`src/rtl/pwm_multi_channel.sv`:
```
// pwm_multi_channel
//   NUM_CH independent PWM outputs driven from one shared period counter, with
//   optional per-channel phase stagger. Duty is set through a write port or
//   stepped with two debounced push buttons. Duty changes are double-buffered:
//   the pending duty (duty_q) is copied into the active duty only on the last
//   cycle of each channel's own period, so an output never produces a runt pulse.
//
// Ports
//   clk, rst_n      system clock, asynchronous active-low reset
//   increase_duty   raw push button, +STEP on channel ch_sel
//   decrease_duty   raw push button, -STEP on channel ch_sel
//   ch_sel          channel targeted by the buttons and by duty_rd
//   wr_en           single-cycle duty write strobe (wins over the buttons)
//   wr_ch, wr_data  channel and duty (counts, clamped to PERIOD) to write
//   duty_rd         pending duty of ch_sel (combinational)
//   pwm_out         registered PWM outputs, one per channel
//   period_start    one-cycle pulse in the same cycle as the outputs for cnt==0
module pwm_multi_channel #(
  parameter int NUM_CH        = 4,
  parameter int PERIOD        = 10,
  parameter int DUTY_INIT     = PERIOD / 2,
  parameter int STEP          = 1,
  parameter int DEBOUNCE_DIV  = 25000000,
  parameter int PHASE_STAGGER = 0,
  localparam int DW = $clog2(PERIOD + 1),
  localparam int SW = (NUM_CH > 1) ? $clog2(NUM_CH) : 1
) (
  input  logic              clk,
  input  logic              rst_n,
  input  logic              increase_duty,
  input  logic              decrease_duty,
  input  logic [SW-1:0]     ch_sel,
  input  logic              wr_en,
  input  logic [SW-1:0]     wr_ch,
  input  logic [DW-1:0]     wr_data,
  output logic [DW-1:0]     duty_rd,
  output logic [NUM_CH-1:0] pwm_out,
  output logic              period_start
);

  localparam int VW = $clog2(DEBOUNCE_DIV);
  localparam logic [DW-1:0] PERIOD_D = DW'(PERIOD);
  localparam logic [DW-1:0] LAST_CNT = DW'(PERIOD - 1);
  localparam logic [VW-1:0] LAST_DIV = VW'(DEBOUNCE_DIV - 1);

  logic [VW-1:0] div_q;
  logic [DW-1:0] cnt_q;
  // Debounce samplers, bit 0 = increase button, bit 1 = decrease button
  logic [1:0]    s1_q;
  logic [1:0]    s2_q;
  logic          periodStart_q;
  logic [DW-1:0] duty_q [NUM_CH];
  logic [DW-1:0] duty_d [NUM_CH];

  logic          tick;
  logic [1:0]    press;
  logic          selValid;
  logic          wrValid;
  logic [DW-1:0] selDuty;
  logic [DW-1:0] wrClamped;
  logic [DW-1:0] incClamped;
  logic [DW-1:0] decClamped;
  logic [31:0]   incWide;

  assign tick  = (div_q == LAST_DIV);
  // A press is a rising edge seen between two consecutive ticks, so a held
  // button produces exactly one pulse.
  assign press = s1_q & ~s2_q & {2{tick}};

  // Channel indices beyond NUM_CH-1 are possible when NUM_CH is not a power
  // of two; such selects read as zero and writes to them are ignored.
  assign selValid = ({1'b0, ch_sel} < (SW + 1)'(NUM_CH));
  assign wrValid  = ({1'b0, wr_ch}  < (SW + 1)'(NUM_CH));
  assign selDuty  = selValid ? duty_q[ch_sel] : '0;
  assign duty_rd  = selDuty;

  // Saturating arithmetic is done 32 bits wide so neither the sum can wrap
  // nor the difference underflow, whatever STEP is.
  assign wrClamped  = (wr_data > PERIOD_D) ? PERIOD_D : wr_data;
  assign incWide    = 32'(selDuty) + 32'(STEP);
  assign incClamped = (incWide > 32'(PERIOD)) ? PERIOD_D : DW'(incWide);
  assign decClamped = (32'(selDuty) >= 32'(STEP)) ? DW'(32'(selDuty) - 32'(STEP)) : '0;

  // Pending-duty update: a write wins and swallows any button pulse in the
  // same cycle; simultaneous increase and decrease cancel out.
  always_comb begin
    duty_d = duty_q;
    if (wr_en) begin
      if (wrValid) duty_d[wr_ch] = wrClamped;
    end else if (selValid && press == 2'b01) begin
      duty_d[ch_sel] = incClamped;
    end else if (selValid && press == 2'b10) begin
      duty_d[ch_sel] = decClamped;
    end
  end

  // Shared timing: debounce tick divider, period counter, button samplers,
  // pending duties and the period-start pulse.
  always_ff @(posedge clk or negedge rst_n) begin
    if (!rst_n) begin
      div_q         <= '0;
      cnt_q         <= '0;
      s1_q          <= '0;
      s2_q          <= '0;
      periodStart_q <= 1'b0;
      for (int k = 0; k < NUM_CH; k++) duty_q[k] <= DW'(DUTY_INIT);
    end else begin
      div_q <= tick ? '0 : div_q + 1'b1;
      cnt_q <= (cnt_q == LAST_CNT) ? '0 : cnt_q + 1'b1;
      if (tick) begin
        s1_q <= {decrease_duty, increase_duty};
        s2_q <= s1_q;
      end
      periodStart_q <= (cnt_q == '0);
      duty_q        <= duty_d;
    end
  end

  assign period_start = periodStart_q;

  for (genvar i = 0; i < NUM_CH; i++) begin : gChannel
    localparam int PHASE = (PHASE_STAGGER != 0) ? (i * PERIOD) / NUM_CH : 0;

    logic [DW-1:0] chCount;
    logic [DW-1:0] dutyAct_q;
    logic          pwmBit_q;

    // Channel-local position in its period: (cnt - PHASE) mod PERIOD.
    if (PHASE == 0) begin : gNoShift
      assign chCount = cnt_q;
    end else begin : gShift
      assign chCount = (cnt_q >= DW'(PHASE)) ? cnt_q - DW'(PHASE)
                                             : cnt_q + DW'(PERIOD - PHASE);
    end

    // The active duty reloads on the channel's own last cycle; the compare on
    // that same edge still uses the old duty, so the new value starts cleanly
    // at local count 0.
    always_ff @(posedge clk or negedge rst_n) begin
      if (!rst_n) begin
        dutyAct_q <= DW'(DUTY_INIT);
        pwmBit_q  <= 1'b0;
      end else begin
        if (chCount == LAST_CNT) dutyAct_q <= duty_q[i];
        pwmBit_q <= (chCount < dutyAct_q);
      end
    end

    assign pwm_out[i] = pwmBit_q;
  end

endmodule
```
`config.mk`:
```
export PLATFORM = sky130hd
export DESIGN_NAME = pwm_multi_channel
export DESIGN_NICKNAME = d
export VERILOG_FILES = /design/src/rtl/pwm_multi_channel.sv
export SDC_FILE = /design/constraint.sdc
export NUM_CORES = 1
export LEC_CHECK = 0
export ABC_CLOCK_PERIOD_IN_PS = 4700
export BUFFER_PORTS_ARGS = -buffer_cell sky130_fd_sc_hd__buf_2
export CAP_MARGIN = 20
export CORE_MARGIN = 3
export CORE_UTILIZATION = 56
export CTS_CLUSTER_SIZE = 8
export DETAILED_ROUTE_END_ITERATION = 16
export MAX_ROUTING_LAYER = met4
export PLACE_DENSITY = 0.82
export SLEW_MARGIN = 20
export SYNTH_ARGS = -nofsm -noshare
export SYNTH_HDL_FRONTEND = slang
export SYNTH_SLANG_ARGS = --single-unit
```
`constraint.sdc`:
```
create_clock -name clk -period 4.7 [get_ports clk]
set_input_delay 0 -clock clk [delete_from_list [all_inputs] [get_ports clk]]
set_output_delay 0 -clock clk [all_outputs]
set_load 0.03 [all_outputs]
```
==> results by group <==
Timing
  – Slew HR: 42.4%
  – Clock Skews: 0.0130 ns
  – Worst Tran Pin Value: 0.856 ns
  – Max-slew violations: 0
  – Final hold viol count: 0
  – Final setup violation count: 0
  – Fmax achieved: 0.382 GHz
  – Period utilization: 55.6%
  – Final WS setup: 2.09 ns
  – Final min period: 2.61 ns
  – Unrepaired setup endpoints after global routing: no
  – Setup TNS: 0 ns
  – Worst hold-check slack: 0.0170 ns

Logic synthesis
  – Post-synth cell types: 46
  – Syn Std Cell Area: 3680 um^2
  – Post-synth top flop: dfrtp_1
  – Area leader, netlist: dfrtp_1
  – Post-Synthesis Cells: 354
  – Post-Syn Area per Cell: 10.4 um^2
  – Ranking of synthesized cells by area: dfrtp_1 37%, dfstp_2 11%, ha_1 5.4%, o21ai_0 3.4%, xor2_1 3.3%
  – Synth warn: 0
  – Number of synthesized register bits: 70
  – Async SR Flop Fraction: 100%
  – Post-synth EDFFs: 0
  – Area share of the largest cell type after synthesis: 36.7%
  – Seq/Total Area, Yosys: 48.1%
  – Synth Net Count: 383

Outcome
  – Status: finished clean

Setup path
  – Worst setup path class: reg2reg
  – Critical path data required time: 4.93 ns
  – Endpoint type of the worst setup path: flop
  – Crit path DAT: 2.84 ns
  – Setup crit start: duty_q[9]
  – Origin of the critical flop-to-flop path: duty_q[9]
  – Critical path peak fanout: 5
  – Critical Path Source Type: flop

Final layout
  – Share of cells above drive strength 1: 19.8%
  – Area growth, synth to finish: 10.9%
  – Total Nets Final: 407
  – Ant. Diodes: 0
  – Most common library cell in the layout ignoring fill and taps: dfrtp_1
  – Commonest non-fill, non-tap cells in the layout: 54 x dfrtp_1, 26 x nand2_1, 25 x o21ai_0, 25 x nor2_1, 21 x buf_2
  – Final cell count without fillers: 458

Floorplanning
  – CORE AREA: 6130 um^2
  – # IOs: 22
  – Initial Util: 60.0%
  – Die height: 87.1 um
  – Die Footprint: 7580 um^2
  – Die Wd: 87.1 um
  – Row count: 28

Power and ir drop
  – Pwr dens: 379 nW/um^2
  – Combinational fraction of design power: 19.2%
  – Total Power: 1.55 mW
  – Switch share: 29.1%
  – Leak: 1.87 nW
  – Internal: 1.10 mW
  – Flop pwr share: 45.7%
  – Clock Power Share: 35.1%
  – Peak VDD IR: 0.000289 V
  – Switch Pwr: 451 uW

GRT
  – Gr usage total: 23.5%
  – Global-route wire length before repair: 13300 um
  – GRT overflow: 0
  – Initial antenna violation count: 0
  – Vias in the first global route: 2748
  – Largest net degree at the start of global routing: 71

Worst hold path
  – Worst min path class: in2reg
  – Min-Delay Startpoint: wr_data[3]

CTS
  – CTS tree: built
  – CTS Sinks: 70
  – Root buf cell: clkbuf_8
  – Clock transition at the registers of the reported paths: 0.08 ns
  – H-tree Lvls: 3
  – Worst skew pair latency: 0.35 ns
  – Cts bufs inserted: 9
  – Setup Fix Bufs, Post-CTS: 0
  – Max clock buf depth: 2

Placed design
  – Hpwl dp: 5460 um
  – # port buffers: 21
  – Gpl congestion: 0.941
  – Placed Instances: 438
  – Setup WS pre-CTS: 2.11 ns

Detailed routing
  – 1st-iter DRT viols: 208
  – Post-Route WL: 7850 um
  – Routed Antenna Nets: 0
  – Routed vias/inst: 6.12
  – Via count: 2805
  – Drt wl/cell: 17.1 um
  – DRT Pass-1 Iters: 5
  – Post-route DRC violation count: 0

Flow run
  – Max-cap viol count: 0
-- worst max-delay path: stages, from the launching register on --
cell and delay, ns:
dfrtp_1 0.44, mux4_2 0.53, inv_1 0.10, ha_1 0.26
nor2b_1 0.17, o32ai_2 0.32, o21ba_1 0.21, o31ai_2 0.34
o21ai_1 0.13
-- area by class of cell --
type                            instances  area, um^2
Tap cell                               75        93.8
Clock buffer                           11         141
Inverter                               19        71.3
Timing Repair Buffer                   28         168
Clock inverter                          5        83.8
Fill cell                             480        2050
Multi-Input combinational cell        250        1750
Sequential cell                        70        1770
-- stage by stage --
stage,util (%),instance area [um^2]
2_1_floorplan,-,3680
3_3_place_gp,62.3,3820
3_5_place_dp,62.3,3820
4_1_cts,66.6,4080
5_1_grt,66.6,4080
6_report,66.6,4080
-- cell families after synthesis --
kind of cell,after synthesis,synth area share (%)
compound gates,79,14.0
flops,70,48.1
xor+xnor,25,5.95
fa+ha+maj,16,5.44
mux,15,5.71
simple gates,115,16.4
buf+inv,34,4.35
-- routing by layer --
layer	track usage [%]	share of wire, %	wire, um
met1	29.3	41	3230
met2	37.3	50	3940
met3	7.28	7.2	567
met4	5.81	1.5	115
met5	-	0	0
-- power groups by stage --
stage / logic, mW / clock network, mW / registers [mW]
2_1_floorplan: 0.225 / 0 / 0.701
3_3_place_gp: 0.279 / 0 / 0.715
3_5_place_dp: 0.291 / 0 / 0.718
4_1_cts: 0.296 / 0.554 / 0.707
5_1_grt: 0.332 / 0.584 / 0.712
6_report: 0.298 / 0.544 / 0.708
-- registers in the layout, indices dropped and copies added (netlist names) --
signal / count
s2_q: 2
duty_q: 16
cnt_q: 4
period_start: 1
gChannel.dutyAct_q: 16
div_q: 25
s1_q: 2
gChannel.pwmBit_q: 4
-- cell usage after synthesis, types with 3 or more instances --
master    count
dfrtp_1      54
ha_1         16
mux2_2        8
mux2i_1       3
a21oi_1       5
a22oi_1      12
and3_1        3
nand4_1       5
xor2_1       14
nor4_1        4
mux4_2        4
a32oi_1       4
o22ai_1       3
nand2_1      26
nor2b_1       7
nor3_1       10
clkbuf_1      7
nand3_1      14
nor2_1       25
buf_4         4
nand2b_1      7
inv_1        19
dfstp_2      16
a21boi_0      4
xnor2_1      11
o21ai_1      16
a21o_1        4
o21ai_0      25
-- repair_timing --
item / in CTS / in global routing
hold buffers: 4 / 0
resized for setup: 0 / 0
endpoints found under the hold margin: 60 / 0
-- final timing paths --
kind,endpoint,slack [ns],depth (start not counted)
setup reg to reg,duty_q[5],2.09,8
hold / removal,duty_q[11],0.02,3
setup / recovery,duty_q[5],2.09,8
min in group asynchronous,gChannel[1].pwmBit_q,0.36,3
max in group asynchronous,div_q[3],3.74,3
hold reg to reg,div_q[23],0.49,1
Power figures use the tool's default switching activity.
